[src/rtl/ahb_rr_arbiter.sv]
// Round-robin bus arbiter for a 4-master AHB interconnect.
// Handles burst/lock-aware handover, SPLIT masking and data-phase master tracking.
module ahb_rr_arbiter #(
  parameter int NUM_MST = 4,
  parameter int DEF_MST = 0
) (
  input  logic               HCLK,
  input  logic               HRST,
  input  logic [NUM_MST-1:0] HBUSREQ,
  input  logic [NUM_MST-1:0] HLOCK,
  input  logic [1:0]         HTRANS,
  input  logic [2:0]         HBURST,
  input  logic               HREADY,
  input  logic [1:0]         HRESP,
  input  logic [15:0]        HSPLIT,
  output logic [NUM_MST-1:0] HGRANT,
  output logic [3:0]         HMASTER,
  output logic [3:0]         HMASTER_D,
  output logic               HMASTERLOCK,
  output logic               DefaultMst
);

  localparam int               IDX_W   = $clog2(NUM_MST);
  localparam logic [IDX_W-1:0] DEF_IDX = IDX_W'(DEF_MST);

  typedef enum logic [1:0] {TR_IDLE, TR_BUSY, TR_NONSEQ, TR_SEQ} trans_e;
  typedef enum logic [1:0] {RSP_OKAY, RSP_ERROR, RSP_RETRY, RSP_SPLIT} resp_e;
  typedef enum logic [2:0] {
    BR_SINGLE, BR_INCR, BR_WRAP4, BR_INCR4, BR_WRAP8, BR_INCR8, BR_WRAP16, BR_INCR16
  } burst_e;

  logic [NUM_MST-1:0] r_grant;
  logic [NUM_MST-1:0] r_split_mask;
  logic [IDX_W-1:0]   r_hmaster;
  logic [IDX_W-1:0]   r_hmaster_d;
  logic [IDX_W-1:0]   r_rr_ptr;
  logic               r_mlock;
  logic               r_default;
  logic [4:0]         r_beat_cnt;

  logic [NUM_MST-1:0] w_elig;
  logic [NUM_MST-1:0] w_grant_nxt;
  logic [NUM_MST-1:0] w_mask_nxt;
  logic [IDX_W-1:0]   w_winner;
  logic [IDX_W-1:0]   w_cand;
  logic [IDX_W-1:0]   w_grant_idx;
  logic               w_found;
  logic               w_split_first;
  logic               w_lock_block;
  logic               w_rearb;
  logic               w_grant_upd;
  logic [4:0]         w_beat_nxt;
  logic               w_unused;

  assign w_unused = ^HSPLIT[15:NUM_MST];

  assign w_elig        = HBUSREQ & ~r_split_mask;
  assign w_split_first = !HREADY && (HRESP == RSP_SPLIT || HRESP == RSP_RETRY);
  // A split-masked owner cannot keep the bus locked: it is no longer driving it.
  assign w_lock_block  = (HLOCK[r_hmaster] | r_mlock) & ~r_split_mask[r_hmaster];
  assign w_rearb       = ((r_beat_cnt <= 5'd1) || (HTRANS == TR_IDLE) ||
                          (HBURST == BR_INCR) || w_split_first) && !w_lock_block;
  assign w_grant_upd   = w_rearb && (HREADY || w_split_first);

  // NOTE: every always_comb output gets a default first so no path can infer a latch.
  always_comb begin
    w_winner = DEF_IDX;
    w_found  = 1'b0;
    w_cand   = r_rr_ptr;
    for (int k = 1; k <= NUM_MST; k++) begin
      w_cand = r_rr_ptr + IDX_W'(k);
      if (!w_found && w_elig[w_cand]) begin
        w_winner = w_cand;
        w_found  = 1'b1;
      end
    end
    w_grant_nxt           = '0;
    w_grant_nxt[w_winner] = 1'b1;
  end

  always_comb begin
    w_grant_idx = '0;
    for (int i = 0; i < NUM_MST; i++) begin
      if (r_grant[i]) w_grant_idx = IDX_W'(i);
    end
  end

  always_comb begin
    w_beat_nxt = r_beat_cnt;
    if (w_split_first) begin
      w_beat_nxt = 5'd0;
    end else if (HREADY) begin
      case (trans_e'(HTRANS))
        TR_IDLE:   w_beat_nxt = 5'd0;
        TR_BUSY:   w_beat_nxt = r_beat_cnt;
        TR_NONSEQ: begin
          case (burst_e'(HBURST))
            BR_SINGLE:            w_beat_nxt = 5'd1;
            BR_INCR:              w_beat_nxt = 5'd0;
            BR_WRAP4, BR_INCR4:   w_beat_nxt = 5'd4;
            BR_WRAP8, BR_INCR8:   w_beat_nxt = 5'd8;
            default:              w_beat_nxt = 5'd16;
          endcase
        end
        default:   w_beat_nxt = (r_beat_cnt == 5'd0) ? 5'd0 : r_beat_cnt - 5'd1;
      endcase
    end
  end

  // A SPLIT set on the same bit as an HSPLIT release wins, so it is applied last.
  always_comb begin
    w_mask_nxt = r_split_mask & ~HSPLIT[NUM_MST-1:0];
    if (w_split_first && HRESP == RSP_SPLIT) w_mask_nxt[r_hmaster_d] = 1'b1;
  end

  // NOTE: sequential state uses non-blocking assignments only, so every register
  // samples the pre-edge values regardless of statement order.
  always_ff @(posedge HCLK) begin
    if (HRST) begin
      r_grant      <= NUM_MST'(1 << DEF_MST);
      r_hmaster    <= DEF_IDX;
      r_hmaster_d  <= DEF_IDX;
      r_rr_ptr     <= DEF_IDX;
      r_mlock      <= 1'b0;
      r_default    <= 1'b1;
      r_split_mask <= '0;
      r_beat_cnt   <= 5'd0;
    end else begin
      if (w_grant_upd) begin
        r_grant   <= w_grant_nxt;
        r_default <= !w_found;
        if (w_found) r_rr_ptr <= w_winner;
      end
      if (HREADY) begin
        r_hmaster   <= w_grant_idx;
        r_mlock     <= HLOCK[w_grant_idx];
        r_hmaster_d <= r_hmaster;
      end
      r_split_mask <= w_mask_nxt;
      r_beat_cnt   <= w_beat_nxt;
    end
  end

  assign HGRANT      = r_grant;
  assign HMASTER     = 4'(r_hmaster);
  assign HMASTER_D   = 4'(r_hmaster_d);
  assign HMASTERLOCK = r_mlock;
  assign DefaultMst  = r_default;

endmodule

[config.mk]
export PLATFORM = sky130hd
export DESIGN_NAME = ahb_rr_arbiter
export DESIGN_NICKNAME = d
export VERILOG_FILES = /design/src/rtl/ahb_rr_arbiter.sv
export SDC_FILE = /design/constraint.sdc
export NUM_CORES = 1
export LEC_CHECK = 0
export ABC_AREA = 1
export ABC_CLOCK_PERIOD_IN_PS = 2600
export BUFFER_PORTS_ARGS = -buffer_cell sky130_fd_sc_hd__buf_2
export CAP_MARGIN = 20
export CORE_ASPECT_RATIO = 1.1
export CORE_MARGIN = 2
export CORE_UTILIZATION = 54
export CTS_CLUSTER_DIAMETER = 100
export DETAILED_ROUTE_END_ITERATION = 10
export PLACE_DENSITY_LB_ADDON = 0.2
export SLEW_MARGIN = 20
export SYNTH_ARGS = -nofsm -noshare
export SYNTH_HDL_FRONTEND = slang
export SYNTH_SLANG_ARGS = --single-unit
[constraint.sdc]
create_clock -name HCLK -period 2.6 [get_ports HCLK]
set_input_delay 0.52 -clock HCLK [delete_from_list [all_inputs] [get_ports HCLK]]
set_output_delay 0.52 -clock HCLK [all_outputs]
set_load 0.1 [all_outputs]
==> out/results.ini <==
[status]
status=finished, final reports clean

[setup_path]
cp_data_required_time_ns=2.08
path_cells=buf_2
timing.critical_path.arrival_ns=1.23
cp_top_family=flip-flops
cp_slowest_cell=sky130_fd_sc_hd__dfxtp_1
reg2reg_setup_slack_ns=0.95
worst-path-buf-inv=1
r2r_start=r_rr_ptr[0]
critical_path_peak_fanout=7
r2r_cells=9
timing.critical_path.slowest_cell_delay_ns=0.47
setup.worst_path.start_class=register
rr_endpoint=r_rr_ptr[1]
critical_path_class=register to primary output
end_kind=primary output

[place]
placed_instances=275
place.gp.congestion=0.8667
io_buffer_count=31
post-dp-hpwl_um=2500

[min_path]
worst_min_delay_path_class=input port to register
hold_path_startpoint=HSPLIT[1]
hold_path_end=r_split_mask[1]
min_path_cells=3

[clocking]
cts_tree=yes
clock_sink_count=21
cts-htree-levels=1
post_cts.resized_instances=0
cts.reportedPaths.clkPinSlew_ns=0.11
cts.root.buffer_cell=sky130_fd_sc_hd__clkbuf_4
post_cts_setup_buffer_count=0
cts_inserted_buffers=3
ctsLongestPathBuffers=2
holdBufCountCts=0
clk-insertion-delay-late_ns=0.29

[yosys]
post_synth_instance_area_um2=1423
synth_cell_type_count=31
ys.warnings.count=0
synth_fa_ha_area_share_pct=2.639
ys_seq_elements=21
xor_xnor_share_of_the_synthesized_area_pct=1.231
synth.yosys.seq_area_share_pct=29.55
post_synthesis_compound_gate_area_fraction_pct=14.86
ys_dominant_reg_cell=sky130_fd_sc_hd__dfxtp_1
postSynth.asyncResetShare_pct=0
synth-edff-count=0
syn-mean-instance-area_um2=6.556
synth-simple-area-share_pct=37.73
multiplexer_share_of_the_synthesized_area_pct=0
main_combinational_cell_family_by_area_after_synthesis=simple AND/OR/NAND/NOR gates
post_synth_inst_count=217

[finish]
final_cell_count_no_fill=279
final_cell_mix=sky130_fd_sc_hd__nand2_1, sky130_fd_sc_hd__inv_1, sky130_fd_sc_hd__buf_2
final_layout_size_suffix_gt1_share_pct=22.58
final_net_count=286
syn2layout_area_growth_pct=12.58
layout_commonest_cell=sky130_fd_sc_hd__nand2_1
diodes=0

[global_route]
groute.usage.overall_pct=21.38
grt_first_pass_wirelength_um=5023
grt_max_degree=13
number_of_global_route_vias_before_repair=1261
antenna_found_initial=0
grt-ovfl-total=0

[pwr]
cellLeakagePower_nw=0.7613
post-layout-total-power_mw=1.253
worst_ir_drop_vdd_uv=433.4
power_density_nw_per_um2=782.2

[timing]
skew_ns=0.002403
layout_worst_path_cycle_share_pct=67.49
maximum_achievable_frequency_mhz=569.9
finalHoldWorstSlack_ns=0.4759
timing.final.max_slew_violations=0
grt_setup_unrepaired=no
final_hold_vios=0
timing.final.crit_period_ns=1.755
setup_viol=0
final_sum_of_negative_setup_slack_ns=0

[detailed_routing]
dr.pass1.iters=4
detail_route.wirelength_um=3009
ant_nets=0
wire_per_inst_um=10.78
detail_route.vias_per_cell=5.068
initialDrtViolationCount=22
route.vias.total=1414
drc_errors=0

[floorplan]
chipHeight_um=57.83
initial_core_util_pct=56.99
pin_count=48
die-width_um=52.94
number_of_rows_in_the_core_area=19
die_area_um2=3062
fp.coreArea_um2=2496

[job]
cap_violations=0

[sequential cells by signal, indices dropped and copies added, names as in the netlist]
signal	flops
r_hmaster	2
HGRANT	4
r_hmaster_d	2
r_split_mask	4
r_rr_ptr	2
r_beat_cnt	5
HMASTERLOCK	1
DefaultMst	1
[where the power goes]
group | internal (mW) | total [mW] | switching [mW]
Combinational | 0.182 | 0.694 | 0.512
Clock | 0.0596 | 0.152 | 0.0925
Sequential | 0.360 | 0.406 | 0.0465
Total | 0.601 | 1.25 | 0.652
[stage by stage]
step	area, um2	worst slack (ns)	utilization (%)
finish	1602	0.8453	64.16
global route	1602	0.7817	64.16
CTS	1602	0.8453	64.16
detailed placement	1575	0.8373	63.11
global placement	1575	0.8348	63.11
floorplan	1434	0.5758	-
[routing by layer]
layer  routed length (um)  global-route usage (%)
met5                    0                       0
met4                   29                   6.960
met3                  102                   2.577
met2                 1523                   38.04
met1                 1354                   26.34
[cell usage after synthesis, drive strengths merged, types with 4 or more instances]
library cell,number,area share (%)
dfxtp,21,30
nand4,4,2.2
a21oi,17,6.2
o21ai,15,5.3
inv,36,10
a31oi,4,1.8
nand2,45,15
or2,5,2.2
buf,6,3.4
nor2,18,5.3
nand3,31,11
[how the worst max path moves through the flow]
stage                      start  cells after the start       endpoint
finish              r_hmaster[1]                      1     HMASTER[1]
detailed placement        HREADY                      7  r_beat_cnt[3]
global route        r_hmaster[1]                      1     HMASTER[1]
floorplan           r_hmaster[1]                     11      HGRANT[1]
CTS                 r_hmaster[1]                      1     HMASTER[1]
global placement          HREADY                      7  r_beat_cnt[3]
[final cells by class]
type / instances / area, um2
Multi-Input combinational cell: 156 / 818.3
Inverter: 36 / 142.6
Sequential cell: 21 / 420.4
Tap cell: 31 / 38.79
Clock buffer: 4 / 26.28
Fill cell: 245 / 894.6
Timing Repair Buffer: 31 / 155.1
[cells by family (layout without fill, tap and decap cells)]
family          after synthesis  after routing
buf+inv                      43             71
other cells                   1              4
xor+xnor                      2              2
fa+ha+maj                     3              3
flops                        21             21
compound gates               39             39
simple gates                108            108
Note: power is estimated with default switching activity, not from simulation.
